<file path="config.mk">
export PLATFORM = sky130hd
export DESIGN_NAME = seg7_scan
export DESIGN_NICKNAME = d
export VERILOG_FILES = /design/src/rtl/seg7_pkg.sv /design/src/rtl/seg7_hex_decode.sv /design/src/rtl/seg7_scan.sv
export SDC_FILE = /design/constraint.sdc
export NUM_CORES = 1
export LEC_CHECK = 0
export CAP_MARGIN = 40
export CELL_PAD_IN_SITES_DETAIL_PLACEMENT = 2
export CELL_PAD_IN_SITES_GLOBAL_PLACEMENT = 2
export CORE_MARGIN = 3
export CORE_UTILIZATION = 36
export DETAILED_ROUTE_END_ITERATION = 16
export PLACE_DENSITY = 0.81
export SLEW_MARGIN = 20
export SYNTH_ARGS = -nofsm -noshare
export SYNTH_HDL_FRONTEND = slang
export SYNTH_SLANG_ARGS = --single-unit
</file>
<file path="constraint.sdc">
create_clock -name clk -period 5.4 [get_ports clk]
set_input_delay 0.81 -clock clk [delete_from_list [all_inputs] [get_ports clk]]
set_output_delay 0.81 -clock clk [all_outputs]
set_load 0.05 [all_outputs]
</file>
<file path="src/rtl/seg7_pkg.sv">
`default_nettype none
// ============================================================================
//  Module      : seg7_pkg
//  Description : Shared constants and types for the 7-segment scan driver.
//                Segment order is {g,f,e,d,c,b,a}, active-low.
//  Revision    : 1.0 - initial release
// ============================================================================
package seg7_pkg;

    // All segments dark
    localparam logic [6:0] SEG_OFF = 7'h7F;

    // Hex glyphs 0-9, A, b, C, d, E, F (active-low)
    localparam logic [6:0] SEG_HEX [0:15] = '{
        7'h40, 7'h79, 7'h24, 7'h30,
        7'h19, 7'h12, 7'h02, 7'h78,
        7'h00, 7'h10, 7'h08, 7'h03,
        7'h46, 7'h21, 7'h06, 7'h0E
    };

    // Anode vector for the standard 4-digit board
    localparam int DIGITS_DEFAULT = 4;
    typedef logic [DIGITS_DEFAULT-1:0] anode_t;

    // Scan FSM: anodes-off gap, then drive the current digit
    typedef enum logic [0:0] {
        ST_BLANK = 1'b0,
        ST_DRIVE = 1'b1
    } scan_state_t;

endpackage
`default_nettype wire

</file>
<file path="src/rtl/seg7_hex_decode.sv">
`default_nettype none
// ============================================================================
//  Module      : seg7_hex_decode
//  Description : Combinational nibble to active-low 7-segment glyph lookup.
//  Revision    : 1.0 - initial release
// ============================================================================
module seg7_hex_decode
    import seg7_pkg::*;
(
    input  logic [3:0] nibble,
    output logic [6:0] seg
);

    assign seg = SEG_HEX[nibble];

endmodule
`default_nettype wire

</file>
<file path="src/rtl/seg7_scan.sv">
`default_nettype none
// ============================================================================
//  Module      : seg7_scan
//  Description : Time-multiplexed driver for a common-anode 7-segment display.
//                One digit per scan_tick, anode-off blanking gap after every
//                digit switch, tear-free shadow/active value committed at
//                frame start, optional leading-zero suppression.
//  Revision    : 1.0 - initial release
// ============================================================================
module seg7_scan
    import seg7_pkg::*;
#(
    parameter int DIGITS       = 4,
    parameter int BLANK_CYCLES = 16
) (
    input  logic                  clk,
    input  logic                  rst_n,
    input  logic                  scan_tick,
    input  logic [4*DIGITS-1:0]   data_in,
    input  logic [DIGITS-1:0]     dp_in,
    input  logic                  data_valid,
    input  logic                  lz_en,
    output logic [DIGITS-1:0]     an,
    output logic [6:0]            seg,
    output logic                  dp,
    output logic                  frame_start
);

    localparam int IDX_W = (DIGITS > 1) ? $clog2(DIGITS) : 1;
    localparam int CNT_W = (BLANK_CYCLES > 0) ? $clog2(BLANK_CYCLES + 1) : 1;
    localparam logic [IDX_W-1:0] c_last_idx   = IDX_W'(DIGITS - 1);
    localparam logic [CNT_W-1:0] c_blank_init = CNT_W'(BLANK_CYCLES);

    scan_state_t           r_state;
    logic [CNT_W-1:0]      r_blank_cnt;
    logic [IDX_W-1:0]      r_idx;
    logic [4*DIGITS-1:0]   r_shadow_data;
    logic [DIGITS-1:0]     r_shadow_dp;
    logic                  r_pending;
    logic [4*DIGITS-1:0]   r_active_data;
    logic [DIGITS-1:0]     r_active_dp;

    logic                  w_wrap;
    logic                  w_commit;
    logic [IDX_W-1:0]      w_next_idx;
    logic [4*DIGITS-1:0]   w_act_data_nxt;
    logic [DIGITS-1:0]     w_act_dp_nxt;
    logic [3:0]            w_nibble;
    logic [6:0]            w_seg_pat;
    logic [DIGITS-1:0]     w_suppress;
    logic [DIGITS-1:0]     w_onehot;
    logic [DIGITS-1:0]     w_drive_an;

    // The commit happens on the same edge the index wraps, so the pattern
    // loaded into seg/dp must already see the newly committed value.
    assign w_wrap         = scan_tick && (r_idx == c_last_idx);
    assign w_commit       = w_wrap && r_pending;
    assign w_next_idx     = !scan_tick ? r_idx : (w_wrap ? '0 : r_idx + 1'b1);
    assign w_act_data_nxt = w_commit ? r_shadow_data : r_active_data;
    assign w_act_dp_nxt   = w_commit ? r_shadow_dp   : r_active_dp;
    assign w_nibble       = w_act_data_nxt[{w_next_idx, 2'b00} +: 4];

    seg7_hex_decode u_decode (
        .nibble (w_nibble),
        .seg    (w_seg_pat)
    );

    // A digit is dark when it and every higher digit are zero with no
    // decimal point lit at or above it; digit 0 always shows.
    assign w_suppress[0] = 1'b0;
    for (genvar gi = 1; gi < DIGITS; gi++) begin : g_suppress
        assign w_suppress[gi] = lz_en
                             && (r_active_data[4*DIGITS-1:4*gi] == '0)
                             && (r_active_dp[DIGITS-1:gi] == '0);
    end

    assign w_onehot   = DIGITS'(1) << r_idx;
    assign w_drive_an = w_suppress[r_idx] ? '1 : ~w_onehot;

    // Shadow register takes writes; active register changes only at frame start
    always_ff @(posedge clk) begin
        if (!rst_n) begin
            r_shadow_data <= '0;
            r_shadow_dp   <= '0;
            r_pending     <= 1'b0;
            r_active_data <= '0;
            r_active_dp   <= '0;
        end else begin
            if (data_valid) begin
                r_shadow_data <= data_in;
                r_shadow_dp   <= dp_in;
                r_pending     <= 1'b1;
            end else if (w_commit) begin
                r_pending     <= 1'b0;
            end
            if (w_commit) begin
                r_active_data <= r_shadow_data;
                r_active_dp   <= r_shadow_dp;
            end
        end
    end

    // Scan FSM, digit index, blanking counter and registered display outputs
    always_ff @(posedge clk) begin
        if (!rst_n) begin
            r_state     <= ST_BLANK;
            r_blank_cnt <= c_blank_init;
            r_idx       <= '0;
            an          <= '1;
            seg         <= SEG_OFF;
            dp          <= 1'b1;
            frame_start <= 1'b0;
        end else begin
            frame_start <= w_wrap;
            seg         <= w_seg_pat;
            dp          <= ~w_act_dp_nxt[w_next_idx];
            r_idx       <= w_next_idx;
            if (scan_tick) begin
                // A tick always restarts the gap, even mid-gap
                r_state     <= ST_BLANK;
                r_blank_cnt <= c_blank_init;
                an          <= '1;
            end else begin
                case (r_state)
                    ST_BLANK: begin
                        if (r_blank_cnt == '0) begin
                            r_state <= ST_DRIVE;
                            an      <= w_drive_an;
                        end else begin
                            r_blank_cnt <= r_blank_cnt - 1'b1;
                            an          <= '1;
                        end
                    end
                    default: begin
                        an <= w_drive_an;
                    end
                endcase
            end
        end
    end

endmodule
`default_nettype wire
</file>
==> summary.txt <==
STA
  • Final Setup Violations: 0
  • Final Hold Viols: 0
  • Setup TNS Final: 0 ps
  • Max Clock Skew: between 9 and 10 ps
  • Peak Freq: ~0.26 GHz
  • Final Hold Slack: 466 ps
  • Min cycle time layout: between 3000 and 4000 ps
  • Worst-Margin Slew: 836 ps
  • RSZ-0062 raised after global routing: no
  • Slew Limit Fails: 0
  • Slew headroom: 0.428
  • Crit share post-route: 0.706

Critical path
  • Crit. End Element: flop
  • Largest delay share family, worst path: buffers and inverters
  • Crit Path Category: primary input to flop
  • Buffers and inverters on the worst path: 3
  • Crit-path cells: clkdlybuf4s50_1 > mux2i_1 > buf_4 > a31o_2 > a221oi_1 > a311oi_1 > inv_1 > ha_1 > nor3_1 > nor3_1 > o21ai_0
  • Data required time of the worst path: around 5700 ps
  • Slowest-stage cell, CP: clkdlybuf4s50_1
  • Most used cell, CP: nor3_1
  • Setup crit start kind: primary input
  • Worst Path Max Fanout: 13
  • Worst path arrival time: 4080 ps
  • Max incr delay on CP: 760 ps

Route
  • Final ANT Viol Nets: 0
  • Wire length per cell: 16.9 um
  • DRT Pass-1 Iters: 4
  • Met3 Wirelength: 252 um
  • Met1 WL: between 3 and 4 mm
  • Metal2 WL: 3.92 mm
  • Via density per instance: approximately 5.2
  • Iter 0 DRT Violations: 50
  • Routed WL: ~7.4 mm
  • # DRC: 0
  • Max Used Layer: met4
  • Via count: 2,285

Logic synthesis
  • Top_reg_cell synth: dfxtp_1
  • Seq/Total Area, Yosys: 0.438
  • Mapped Area: 2840 um^2
  • FFs w/ async S/R, synth: 0
  • Syn_nets: roughly 340
  • Top post-synthesis cells by area: dfxtp_1, mux2i_1, nor2b_1
  • Synth Register Bits: 62
  • Synth area leader: dfxtp_1
  • Most common library cells after synthesis: dfxtp_1, nand2_1, mux2i_1
  • Yosys warning total: 0
  • Cells after synthesis: 301
  • Count leader, synth: dfxtp_1
  • Post-synth EDFFs: 0
  • Synth unique cells: 48
  • Post-synth top area share: 0.438
  • Mean Syn Cell Area: 9.42 um^2

Clock tree
  • CTS tree: built
  • Num CTS Buffers: 9
  • Setup Buffers After CTS: 0
  • Worst-case clock buffer depth: 2
  • CTS root buffer: clkbuf_8
  • Total number of H-tree levels: 3
  • Clk Latency, worst-skew pair: 350 ps
  • Post-CTS sizing: 0
  • Clk sink count: 62
  • Hold-fix buffers at CTS: 0
  • Clock slew at reported path FFs: 60 ps

Status
  • Run status: finished clean

Floorplan
  • Top Ports: 38
  • Total die area: 8980 um^2
  • Die Span X: 94.7 um
  • Site row count: 31
  • DIE HEIGHT: 94.7 um
  • Core Area: 7450 um^2
  • Initial Utilization: 0.381

Pwr
  • PwrDens: 299 nW/um^2
  • Leakage: 1.35 nW
  • Peak VDD IR: roughly 140 uV

Placed design
  • HPWL Detailed: 5.43 mm
  • Input/output buffers: 37
  • Routability Congestion: roughly 0.81

Layout
  • Nets: 370
  • Layout fillers: 820
  • Layout cells sized above 1: 0.0740
  • Synth-to-Final Area Change: 21.3%
  • Ant. Diodes: 0

Global routing
  • Antenna violations before repair: 0
  • Vias in the first global route: 2,470
  • Total global-route track usage: 0.180
  • Total gr overflow: 0
  • Largest net degree at the start of global routing: 29
  • First-pass GRT wire length: 12.3 mm

Worst hold path
  • Hold crit path type: flop to flop

Run
  • Maxcap violations: 0
cells by family after synthesis:
logic type	after synthesis	synth area share
simple gates	115	0.207
flops	62	0.438
compound gates	52	0.139
mux	33	0.121
buf+inv	26	0.0415
fa+ha+maj	10	0.0441
xor+xnor	3	0.00927
power by group:
part	leakage (nW)	internal (mW)	switching, mW
Sequential	0.508	0.481	0.0149
Combinational	0.758	0.0818	0.106
Clock	0.0821	0.173	0.172
Total	1.35	0.735	0.293
tightest hold or removal path, stage by stage, from the launching register on:
cell	delay, ps
dfxtp_1	310
nand2_1	50
a21boi_0	60
layer usage:
metal | track usage | up-vias
met5 | 0 | -
met4 | 0.0637 | 0
met3 | 0.0510 | 9
met2 | 0.331 | 35
met1 | 0.196 | 1131
li1 | - | 1110
final timing paths:
check / depth (start not counted) / slack, ps / to / startpoint
worst min register to register: 2 / 470 / r_active_dp[1] / r_shadow_dp[1]
worst max register to register: 12 / 1780 / seg[3] / r_idx[0]
worst max-delay path: 11 / 1590 / seg[3] / scan_tick
worst min-delay path: 2 / 470 / r_active_dp[1] / r_shadow_dp[1]
cells in the final DEF, fill, tap and decap left out, types with 3 or more instances in the layout:
master,synthesis,layout
nor2b_1,27,27
o21ai_0,4,4
a21oi_1,6,6
nor2_1,11,11
nand2_1,44,44
a21boi_0,18,18
nand3_1,9,9
a211oi_1,4,4
clkbuf_8,0,10
buf_4,0,4
dfxtp_1,62,62
nor3_1,4,4
clkdlybuf4s50_1,0,37
mux2i_1,32,32
o21a_1,3,3
and3_1,3,3
nand3b_1,3,3
inv_1,6,6
o211ai_1,3,3
ha_1,10,10
flip-flops by register name, summed over array words and instances (netlist names):
signal / cells
r_active_data: 16
r_shadow_data: 16
seg: 7
r_blank_cnt: 5
an: 4
r_active_dp: 4
r_shadow_dp: 4
r_idx: 2
dp: 1
frame_start: 1
r_pending: 1
r_state: 1
area by class of cell:
type	count	area [um^2]	share of cell area
Inverter	7	26.3	0.00764
Tap cell	99	124	0.0360
Timing Repair Buffer	42	415	0.121
Sequential cell	62	1240	0.361
Multi-Input combinational cell	213	1480	0.429
Clock buffer	12	145	0.0422
Clock inverter	2	10.0	0.00291
through the flow:
stage	cells	instance area [um^2]	worst slack, ps	power (mW)	utilization
after floorplan	301	2840	2400	0.632	-
after global placement	421	3260	1140	0.685	0.438
after detailed placement	423	3280	1260	0.696	0.441
after CTS	437	3440	1610	1.04	0.462
after global routing	437	3440	1300	1.08	0.462
final	437	3440	1590	1.03	0.462
(Power assumes the default switching activity.)
